### src/rtl/crack_job_scheduler_if.sv
// Host-side job control and engine-pool signals of the crack job scheduler.
// The scheduler takes the master side; the host/engine pool takes the slave side.
interface crack_job_scheduler_if #(
  parameter int NUM_ENGINES = 4,
  parameter int PW_W        = 32
);
  logic                             start;
  logic [PW_W-1:0]                  password_to_crack;
  logic [PW_W-1:0]                  target_pw;
  logic [NUM_ENGINES-1:0]           eng_start;
  logic [NUM_ENGINES-1:0][5:0]      eng_from;
  logic [NUM_ENGINES-1:0][5:0]      eng_to;
  logic                             eng_kill;
  logic [NUM_ENGINES-1:0]           eng_done;
  logic [NUM_ENGINES-1:0]           eng_found;
  logic [NUM_ENGINES-1:0][PW_W-1:0] eng_result;
  logic                             busy;
  logic                             found;
  logic                             done;
  logic [PW_W-1:0]                  cracked_pw;
  logic [5:0]                       chunks_issued;

  modport master (
    input  start, password_to_crack, eng_done, eng_found, eng_result,
    output target_pw, eng_start, eng_from, eng_to, eng_kill,
           busy, found, done, cracked_pw, chunks_issued
  );

  modport slave (
    output start, password_to_crack, eng_done, eng_found, eng_result,
    input  target_pw, eng_start, eng_from, eng_to, eng_kill,
           busy, found, done, cracked_pw, chunks_issued
  );
endinterface

### src/rtl/crack_job_scheduler.sv
// Hands CHUNK-wide first-character ranges to free engines, latches the first hit,
// aborts the pool on a hit and reports exhaustion when every range came back empty.
module crack_job_scheduler #(
  parameter int NUM_ENGINES = 4,
  parameter int CHARSET     = 36,
  parameter int CHUNK       = 4,
  parameter int PW_W        = 32
) (
  input logic                   clk,
  input logic                   rst,
  crack_job_scheduler_if.master bus
);
  typedef enum logic [1:0] {S_IDLE, S_RUN, S_KILL, S_DONE} state_e;

  localparam logic [6:0] CS    = 7'(CHARSET);
  localparam logic [6:0] CK    = 7'(CHUNK);
  localparam logic [5:0] CS_M1 = 6'(CHARSET - 1);

  state_e                           state_q, state_d;
  logic [6:0]                       next_from_q, next_from_d;
  logic [NUM_ENGINES-1:0]           idle_q, idle_d;
  logic [PW_W-1:0]                  target_q, target_d;
  logic [PW_W-1:0]                  cracked_q, cracked_d;
  logic                             busy_q, busy_d;
  logic                             found_q, found_d;
  logic                             done_q, done_d;
  logic [5:0]                       chunks_q, chunks_d;
  logic [NUM_ENGINES-1:0][5:0]      from_q, from_d;
  logic [NUM_ENGINES-1:0][5:0]      to_q, to_d;

  logic [NUM_ENGINES-1:0]           sel;
  logic [NUM_ENGINES-1:0]           hit_vec;
  logic                             hit;
  logic [PW_W-1:0]                  hit_pw;
  logic [6:0]                       end_raw;
  logic [5:0]                       to_calc;

  // Hit arbitration and dispatch choice; reports from idle engines never count.
  always_comb begin
    hit_vec = bus.eng_done & bus.eng_found & ~idle_q;
    hit     = (state_q == S_RUN) && (hit_vec != '0);
    hit_pw  = '0;
    for (int j = NUM_ENGINES - 1; j >= 0; j--)
      if (hit_vec[j]) hit_pw = bus.eng_result[j];
    sel = '0;
    if (state_q == S_RUN && !hit && next_from_q < CS)
      for (int i = NUM_ENGINES - 1; i >= 0; i--)
        if (idle_q[i]) begin
          sel    = '0;
          sel[i] = 1'b1;
        end
    end_raw = next_from_q + CK - 7'd1;
    to_calc = (end_raw >= CS) ? CS_M1 : end_raw[5:0];
  end

  always_comb begin
    state_d     = state_q;
    next_from_d = next_from_q;
    idle_d      = idle_q;
    target_d    = target_q;
    cracked_d   = cracked_q;
    busy_d      = busy_q;
    found_d     = found_q;
    done_d      = done_q;
    chunks_d    = chunks_q;
    from_d      = from_q;
    to_d        = to_q;
    case (state_q)
      S_IDLE, S_DONE: begin
        if (bus.start) begin
          state_d     = S_RUN;
          target_d    = bus.password_to_crack;
          cracked_d   = '0;
          found_d     = 1'b0;
          done_d      = 1'b0;
          busy_d      = 1'b1;
          chunks_d    = '0;
          next_from_d = '0;
          idle_d      = '1;
        end
      end
      S_RUN: begin
        if (hit) begin
          state_d   = S_KILL;
          cracked_d = hit_pw;
          found_d   = 1'b1;
        end else if (next_from_q >= CS && idle_q == '1) begin
          state_d = S_DONE;
          done_d  = 1'b1;
          busy_d  = 1'b0;
        end else begin
          // A completing engine only becomes eligible from the next cycle on.
          idle_d = (idle_q | bus.eng_done) & ~sel;
          if (sel != '0) begin
            next_from_d = next_from_q + CK;
            chunks_d    = chunks_q + 6'd1;
            for (int i = 0; i < NUM_ENGINES; i++)
              if (sel[i]) begin
                from_d[i] = next_from_q[5:0];
                to_d[i]   = to_calc;
              end
          end
        end
      end
      S_KILL: begin
        state_d = S_DONE;
        idle_d  = '1;
        done_d  = 1'b1;
        busy_d  = 1'b0;
      end
      default: state_d = S_IDLE;
    endcase
  end

  always_ff @(posedge clk or negedge rst) begin
    if (!rst) begin
      state_q     <= S_IDLE;
      next_from_q <= '0;
      idle_q      <= '1;
      target_q    <= '0;
      cracked_q   <= '0;
      busy_q      <= 1'b0;
      found_q     <= 1'b0;
      done_q      <= 1'b0;
      chunks_q    <= '0;
      from_q      <= '0;
      to_q        <= '0;
    end else begin
      state_q     <= state_d;
      next_from_q <= next_from_d;
      idle_q      <= idle_d;
      target_q    <= target_d;
      cracked_q   <= cracked_d;
      busy_q      <= busy_d;
      found_q     <= found_d;
      done_q      <= done_d;
      chunks_q    <= chunks_d;
      from_q      <= from_d;
      to_q        <= to_d;
    end
  end

  // Range outputs show the new range in the load cycle and hold it afterwards.
  always_comb begin
    for (int i = 0; i < NUM_ENGINES; i++) begin
      bus.eng_from[i] = sel[i] ? next_from_q[5:0] : from_q[i];
      bus.eng_to[i]   = sel[i] ? to_calc : to_q[i];
    end
  end

  assign bus.eng_start     = sel;
  assign bus.eng_kill      = (state_q == S_KILL);
  assign bus.target_pw     = target_q;
  assign bus.busy          = busy_q;
  assign bus.found         = found_q;
  assign bus.done          = done_q;
  assign bus.cracked_pw    = cracked_q;
  assign bus.chunks_issued = chunks_q;
endmodule
### src/flat_wrapper.sv
// flat-port wrapper written by rule: the top's interface ports become plain ports
module crack_job_scheduler_flat 
#(
  parameter int NUM_ENGINES = 4,
  parameter int CHARSET     = 36,
  parameter int CHUNK       = 4,
  parameter int PW_W        = 32
)
  (clk, rst, bus_start, bus_password_to_crack, bus_eng_done, bus_eng_found, bus_eng_result, bus_target_pw, bus_eng_start, bus_eng_from, bus_eng_to, bus_eng_kill, bus_busy, bus_found, bus_done, bus_cracked_pw, bus_chunks_issued);
  crack_job_scheduler_if #(.NUM_ENGINES(NUM_ENGINES), .PW_W(PW_W)) bus_i ();
  input logic clk;
  input logic rst;
  input wire logic [$bits(bus_i.start)-1:0] bus_start;
  input wire logic [$bits(bus_i.password_to_crack)-1:0] bus_password_to_crack;
  input wire logic [$bits(bus_i.eng_done)-1:0] bus_eng_done;
  input wire logic [$bits(bus_i.eng_found)-1:0] bus_eng_found;
  input wire logic [$bits(bus_i.eng_result)-1:0] bus_eng_result;
  output wire logic [$bits(bus_i.target_pw)-1:0] bus_target_pw;
  output wire logic [$bits(bus_i.eng_start)-1:0] bus_eng_start;
  output wire logic [$bits(bus_i.eng_from)-1:0] bus_eng_from;
  output wire logic [$bits(bus_i.eng_to)-1:0] bus_eng_to;
  output wire logic [$bits(bus_i.eng_kill)-1:0] bus_eng_kill;
  output wire logic [$bits(bus_i.busy)-1:0] bus_busy;
  output wire logic [$bits(bus_i.found)-1:0] bus_found;
  output wire logic [$bits(bus_i.done)-1:0] bus_done;
  output wire logic [$bits(bus_i.cracked_pw)-1:0] bus_cracked_pw;
  output wire logic [$bits(bus_i.chunks_issued)-1:0] bus_chunks_issued;
  assign bus_i.start = bus_start;
  assign bus_i.password_to_crack = bus_password_to_crack;
  assign bus_i.eng_done = bus_eng_done;
  assign bus_i.eng_found = bus_eng_found;
  assign bus_i.eng_result = bus_eng_result;
  assign bus_target_pw = bus_i.target_pw;
  assign bus_eng_start = bus_i.eng_start;
  assign bus_eng_from = bus_i.eng_from;
  assign bus_eng_to = bus_i.eng_to;
  assign bus_eng_kill = bus_i.eng_kill;
  assign bus_busy = bus_i.busy;
  assign bus_found = bus_i.found;
  assign bus_done = bus_i.done;
  assign bus_cracked_pw = bus_i.cracked_pw;
  assign bus_chunks_issued = bus_i.chunks_issued;
  crack_job_scheduler #(.NUM_ENGINES(NUM_ENGINES), .CHARSET(CHARSET), .CHUNK(CHUNK), .PW_W(PW_W)) u_core (.clk(clk), .rst(rst), .bus(bus_i));
endmodule
### config.mk
export PLATFORM = sky130hd
export DESIGN_NAME = crack_job_scheduler_flat
export DESIGN_NICKNAME = d
export VERILOG_FILES = /design/src/rtl/crack_job_scheduler_if.sv /design/src/rtl/crack_job_scheduler.sv /design/src/flat_wrapper.sv
export SDC_FILE = /design/constraint.sdc
export NUM_CORES = 1
export LEC_CHECK = 0
export CORE_MARGIN = 10
export CORE_UTILIZATION = 46
export CTS_CLUSTER_SIZE = 30
export DETAILED_ROUTE_END_ITERATION = 7
export GPL_ROUTABILITY_DRIVEN = 0
export PLACE_DENSITY = 0.94
export SYNTH_ARGS = -nofsm -noshare
export SYNTH_HDL_FRONTEND = slang
export SYNTH_SLANG_ARGS = --single-unit
### constraint.sdc
create_clock -name clk -period 10.7 [get_ports clk]
set_clock_uncertainty 0.05 [all_clocks]
set_input_delay 3.21 -clock clk [delete_from_list [all_inputs] [get_ports clk]]
set_output_delay 3.21 -clock clk [all_outputs]
set_load 0.005 [all_outputs]
==> reports/qor.txt, run 1 <==
Crit-path cells = clkdlybuf4s50_1 > and3b_2 > or4_4 > nor3b_4 > nand2_1 > clkinv_1 > nand2_1 > o21ai_0 > clkdlybuf4s50_1
Endpoints failing hold = 0
Power per cell area = 198 nW/um2
Via count = 6366
Slew Viols, Final = 0
Ys Warns = 0
Num rows = 43
Vias in the first global route = 6720
Cell Area, Synth = 6650 um2
DP Wirelength = 18100 um
Setup CP Type = in -> out
Most common cell after layout, fill and taps aside = clkdlybuf4s50_1
Seq cells post-synth = 132
Gr usage total = 0.236
Worst min path class = reg -> reg
Area Growth Syn to Fin = 54.1%
Critical Path End Type = primary output
Post-route DRC = 0
Largest net degree at the start of global routing = 71
Startpoint Class = primary input
Total of max-cap violations = 0
TritonCTS clock tree = done
Multi-input gate area = 3040 um2
Final worst-path cycle share = 0.903
Slowest cell on crit path = or4_4
Status = finished clean
Worst Path Required = 7440 ps
Netlist cell types = 56
RSZ-0062 raised after global routing = false
CP arrival = 6400 ps
Setup_tns = 0 ps
Die width = 140 um
Synth async-reset ratio = 1.00
CORE AREA = 14000 um2
Die area = 19700 um2
# fillers = 938
Worst hold slack = 410 ps
Cells after Synth = 694
IO Port Bufs = 296
Worst-margin pin slew = 1310 ps
Share of the synthesized area in the top cell type = 0.482
Max stage delay on crit path = 620 ps
CTS resizes = 0
CTS Sinks = 132
Antenna violations before repair = 1
Register area = 3310 um2
Syn_nets = 872
Area of placed instances = 9650 um2
Ys flop type = dfrtp_1
Initial DRC count = 463
Htree depth = 4
Setup bufs post-CTS = 0
Ratio of cells with drive above 1 in the final layout = 0.107
Cts hold-fix bufs = 0
Setup Viol. Count Final = 0
Post-layout nets = 1141
CP Max Fanout = 20
DRT antenna net count = 0
Sequential fraction of the synthesis area = 0.497
Root buffer cell = clkbuf_16
Post-synth top area cell = dfrtp_1
Peak supply drop = 0.157 mV
Synth top area cells = dfrtp_1, mux2_2, nand2_1
Initial Utilization = 0.474
Most frequent cells in the layout = clkdlybuf4s50_1, dfrtp_1, nand2_1, o21ai_0, nor2_1
Max Fclk = 103 MHz
Post-synth EDFFs = 0
Slew headroom = 0.123
I/O pin count = 297
DIE HEIGHT = 140 um
Num CTS Buffers = 17
Grt total ovfl = 0
Via density = 5.50
Final Critical Period = 9660 ps
Lkg Pwr = 0.00428 uW
Wire per inst = 20.6 um
Clock Path Buffers = 2
Clock slew at reported path FFs = 60 ps
Final worst slack = 1040 ps
Total routed wirelength = 23800 um
Syn avg cell area = 9.58 um2
Worst-Skew Late Latency = 420 ps
Final Cell Area = 10200 um2
Dpl ws = 1070 ps
First-pass GRT wire length = 37100 um
Drt first pass iters = 7
==> cells in the mapped netlist (all sizes together), types with 4 or more instances <==
library cell	n
nor3	37
inv	13
clkbuf	39
and3b	5
nor2b	5
nand3	5
a21oi	39
nand2b	17
xor2	6
o22ai	5
dfrtp	128
nor2	54
and2	15
o21ai	69
mux2	49
buf	14
nand2	93
a221oi	32
or2	6
ha	7
dfstp	4
==> report_power, final <==
part | internal [uW] | switching, uW | total (uW) | leakage, uW
registers | 612 | 74.0 | 686 | 0.00173
logic | 410 | 357 | 767 | 0.00227
clock network | 367 | 213 | 580 | 0.000286
total | 1390 | 645 | 2030 | 0.00428
==> cells by family (layout without fill, tap and decap cells) <==
kind of cell / count (synthesis) / in the layout / synth area share
multiplexers: 51 / 51 / 0.0860
other: 0 / 1 / 0
XOR/XNOR: 9 / 9 / 0.0119
AO/OA/AOI/OAI: 170 / 170 / 0.158
AND/OR/NAND/NOR: 256 / 256 / 0.188
buffers and inverters: 69 / 351 / 0.0457
flip-flops: 132 / 132 / 0.497
adder cells (fa/ha/maj): 7 / 7 / 0.0132
==> metrics by stage <==
stage                      util  std cells  total power [uW]
after floorplan               -        694              1050
after global routing      0.730       1157              2140
after CTS                 0.729       1156              2050
final                     0.730       1157              2030
after detailed placement  0.687       1124              1460
after global placement    0.687       1124              1430
==> path summary, 6_finish.rpt <==
path	slack [ps]	cells past startpoint	end	startpoint
worst min register to register	410	1	u_core.to_q[6]$_DFFE_PN0P_	u_core.to_q[6]$_DFFE_PN0P_
worst max-delay path	1040	9	bus_eng_to[10]	bus_eng_done[0]
worst max register to register	6910	8	u_core.to_q[9]$_DFFE_PN0P_	u_core.next_from_q[3]$_DFFE_PN0P_
max in group asynchronous	6580	2	u_core.bus.cracked_pw[22]$_DFFE_PN0P_	rst
min in group asynchronous	2760	1	u_core.to_q[4]$_DFFE_PN0P_	rst
worst min-delay path	410	1	u_core.to_q[6]$_DFFE_PN0P_	u_core.to_q[6]$_DFFE_PN0P_
==> area by class of cell <==
type / count / share of cell area
Clock buffer: 24 / 0.0480
Sequential cell: 132 / 0.323
Multi-Input combinational cell: 493 / 0.297
Clock inverter: 8 / 0.00965
Inverter: 16 / 0.00586
Antenna cell: 1 / 0.000244
Tap cell: 180 / 0.0220
Timing Repair Buffer: 303 / 0.294
==> routing by layer <==
metal	routed length [um]	track usage
met5	0	0
met2	12600	0.417
met4	395	0.0636
met1	8480	0.250
met3	2290	0.100
==> worst max-delay path, delay by kind of cell <==
family	cells	cell delay [ps]
and+or+nand+nor	5	1700
AOI/OAI and AO/OA	1	200
buffers and inverters	3	1290
==> sequential cells by signal, summed over array words and instances (netlist names), 2 cells and up <==
name                      count
u_core.bus.cracked_pw        32
u_core.bus.target_pw         32
u_core.state_q                2
u_core.to_q                  24
u_core.next_from_q            5
u_core.from_q                24
u_core.idle_q                 4
u_core.bus.chunks_issued      6
Note: power is estimated with default switching activity, not from simulation.
==> inputs of run 2 (changes only) <==
Settings changed: CELL_PAD_IN_SITES_DETAIL_PLACEMENT set to 2, CELL_PAD_IN_SITES_GLOBAL_PLACEMENT set to 2, CORE_UTILIZATION 46 to 26, PLACE_DENSITY 0.94 to 0.93, SKIP_CTS_REPAIR_TIMING set to 1.
==> reports/qor.txt, run 2 (same netlist as run 1, synthesis figures left out) <==
Peak supply drop = 0.104 mV (was 0.157 mV)
CORE AREA = 25200 um2 (was 14000 um2)
Die width = 180 um (was 140 um)
Final worst-path cycle share = 0.898 (was 0.903)
Num CTS Buffers = 17 (unchanged)
CP Max Fanout = 24 (was 20)
Setup CP Type = in -> out (unchanged)
Multi-input gate area = 3040 um2 (unchanged)
Power per cell area = 200 nW/um2 (was 198 nW/um2)
Lkg Pwr = 0.00430 uW (was 0.00428 uW)
Register area = 3310 um2 (unchanged)
Gr usage total = 0.183 (was 0.236)
Critical Path End Type = primary output (unchanged)
Endpoints failing hold = 0 (unchanged)
Root buffer cell = clkbuf_16 (unchanged)
Final Critical Period = 9610 ps (was 9660 ps)
TritonCTS clock tree = done (unchanged)
First-pass GRT wire length = 46600 um (was 37100 um)
Worst min path class = reg -> reg (unchanged)
ANT cells = 0 (was 1)
Num rows = 58 (was 43)
Initial Utilization = 0.264 (was 0.474)
IO Port Bufs = 296 (unchanged)
Worst-Skew Late Latency = 420 ps (about the same)
Total of max-cap violations = 0 (unchanged)
Area of placed instances = 9860 um2 (was 9650 um2)
Delay-heaviest family, CP = simple AND/OR/NAND/NOR gates (unchanged)
Worst Path Buf+Inv = 3 (unchanged)
Total routed wirelength = 30000 um (was 23800 um)
I/O pin count = 297 (unchanged)
Die area = 32400 um2 (was 19700 um2)
Setup_tns = 0 ps (unchanged)
Status = finished clean (unchanged)
Area Growth Syn to Fin = 57.4% (was 54.1%)
DRT antenna net count = 0 (unchanged)
# fillers = 2663 (was 938)
Vias in the first global route = 7578 (was 6720)
Post-route DRC = 0 (unchanged)
Initial DRC count = 316 (was 463)
DP Wirelength = 23400 um (was 18100 um)
R2r startpoint = u_core.next_from_q[3]$_DFFE_PN0P_ (unchanged)
DIE HEIGHT = 180 um (was 140 um)
Slowest cell on crit path = or4_4 (unchanged)
Critical R2R Capture = u_core.to_q[21]$_DFFE_PN0P_ (was u_core.to_q[9]$_DFFE_PN0P_)
CTS Sinks = 132 (unchanged)
Setup Viol. Count Final = 0 (unchanged)
Worst Path Required = 7440 ps (about the same)
Via density = 4.93 (was 5.50)
Ratio of cells with drive above 1 in the final layout = 0.112 (was 0.107)
Drt first pass iters = 4 (was 7)
Most common cell after layout, fill and taps aside = clkdlybuf4s50_1 (unchanged)
Final Cell Area = 10500 um2 (was 10200 um2)
Worst Hold Endpoint = u_core.to_q[7]$_DFFE_PN0P_ (was u_core.to_q[6]$_DFFE_PN0P_)
Crit-path cells = clkdlybuf4s50_1 > and3b_2 > or4_4 > nor3b_4 > nand3b_2 > inv_2 > nand2_1 > o21ai_0 > clkdlybuf4s50_1 (was clkdlybuf4s50_1 > and3b_2 > or4_4 > nor3b_4 > nand2_1 > clkinv_1 > nand2_1 > o21ai_0 > clkdlybuf4s50_1)
WHS Path Cells = 1 (unchanged)
RSZ-0062 raised after global routing = false (unchanged)
Via count = 6448 (was 6366)
Largest net degree at the start of global routing = 78 (was 71)
Most used cell, CP = clkdlybuf4s50_1
Htree depth = 4 (unchanged)
R2R setup slack = 6610 ps (was 6910 ps)
Clock Path Buffers = 2 (unchanged)
Startpoint Class = primary input (unchanged)
CP arrival = 6350 ps (was 6400 ps)
Grt total ovfl = 0 (unchanged)
Antenna violations before repair = 0 (was 1)
Cells on worst reg2reg path = 8 (unchanged)
Slew headroom = 0.331 (was 0.123)
Critical hold path startpoint = u_core.to_q[7]$_DFFE_PN0P_ (was u_core.to_q[6]$_DFFE_PN0P_)
Post-layout nets = 1144 (was 1141)
Worst-margin pin slew = 1000 ps (was 1310 ps)
Most frequent cells in the layout = clkdlybuf4s50_1, dfrtp_1, nand2_1, o21ai_0, nor2_1 (unchanged)
Slew Viols, Final = 0 (unchanged)
Max stage delay on crit path = 630 ps (was 620 ps)
Clock slew at reported path FFs = 60 ps (about the same)
Final core occ = 0.416 (was 0.730)
Max Fclk = 104 MHz (was 103 MHz)
Wire per inst = 22.9 um (was 20.6 um)
run 2: how the worst max path moves through the flow:
stage / cells past startpoint / startpoint / slack [ps] / to
2_1_floorplan: 8 / bus_eng_done[2] / 2470 / bus_eng_to[15]
3_3_place_gp: 9 / bus_eng_done[0] / 1210 / bus_eng_to[16]
3_5_place_dp: 9 / bus_eng_done[0] / 1060 / bus_eng_to[16]
4_1_cts: 9 / bus_eng_done[0] / 1060 / bus_eng_to[16]
5_1_grt: 9 / bus_eng_done[0] / 840 / bus_eng_to[16]
6_report: 9 / bus_eng_done[0] / 1090 / bus_eng_to[16]
run 2: cell type report:
class	instances	area share
clock buffer	18	0.0420
clock inverter	14	0.0158
inverter	16	0.00574
multi-input combinational	493	0.291
sequential	132	0.316
tap	330	0.0395
timing repair buffer	306	0.290
run 2: through the flow:
stage	setup WS, ps	power (uW)	hold slack [ps]	cells
final	1090	2090	410	1309
after detailed placement	1060	1520	395	1277
after floorplan	2470	1050	375	694
after global placement	1210	1460	391	1277
after global routing	842	2230	442	1309
after CTS	1060	2140	415	1309
run 2: worst reg2reg max path: cells and delay by family, from the launching register on:
family	cells	cell delay, ps
AOI/OAI and AO/OA	2	390
muxes	1	260
buffers and inverters	1	500
DFF	1	720
adders and majority gates	1	600
and+or+nand+nor	3	1530
run 2: power by group:
| group | switching [uW] | internal, uW | leakage, uW |
|---|---|---|---|
| clock network | 250 | 357 | 0.000285 |
| logic | 380 | 412 | 0.00229 |
| registers | 84.1 | 612 | 0.00173 |
run 2: routing by layer:
metal | global-route usage | vias to the layer above | share of wire | routed length [um]
li1 | - | 2984 | - | -
met1 | 0.182 | 3225 | 0.37 | 11000
met2 | 0.342 | 211 | 0.54 | 16100
met3 | 0.0699 | 28 | 0.075 | 2240
met4 | 0.0543 | 0 | 0.021 | 626
met5 | 0 | - | 0 | 0
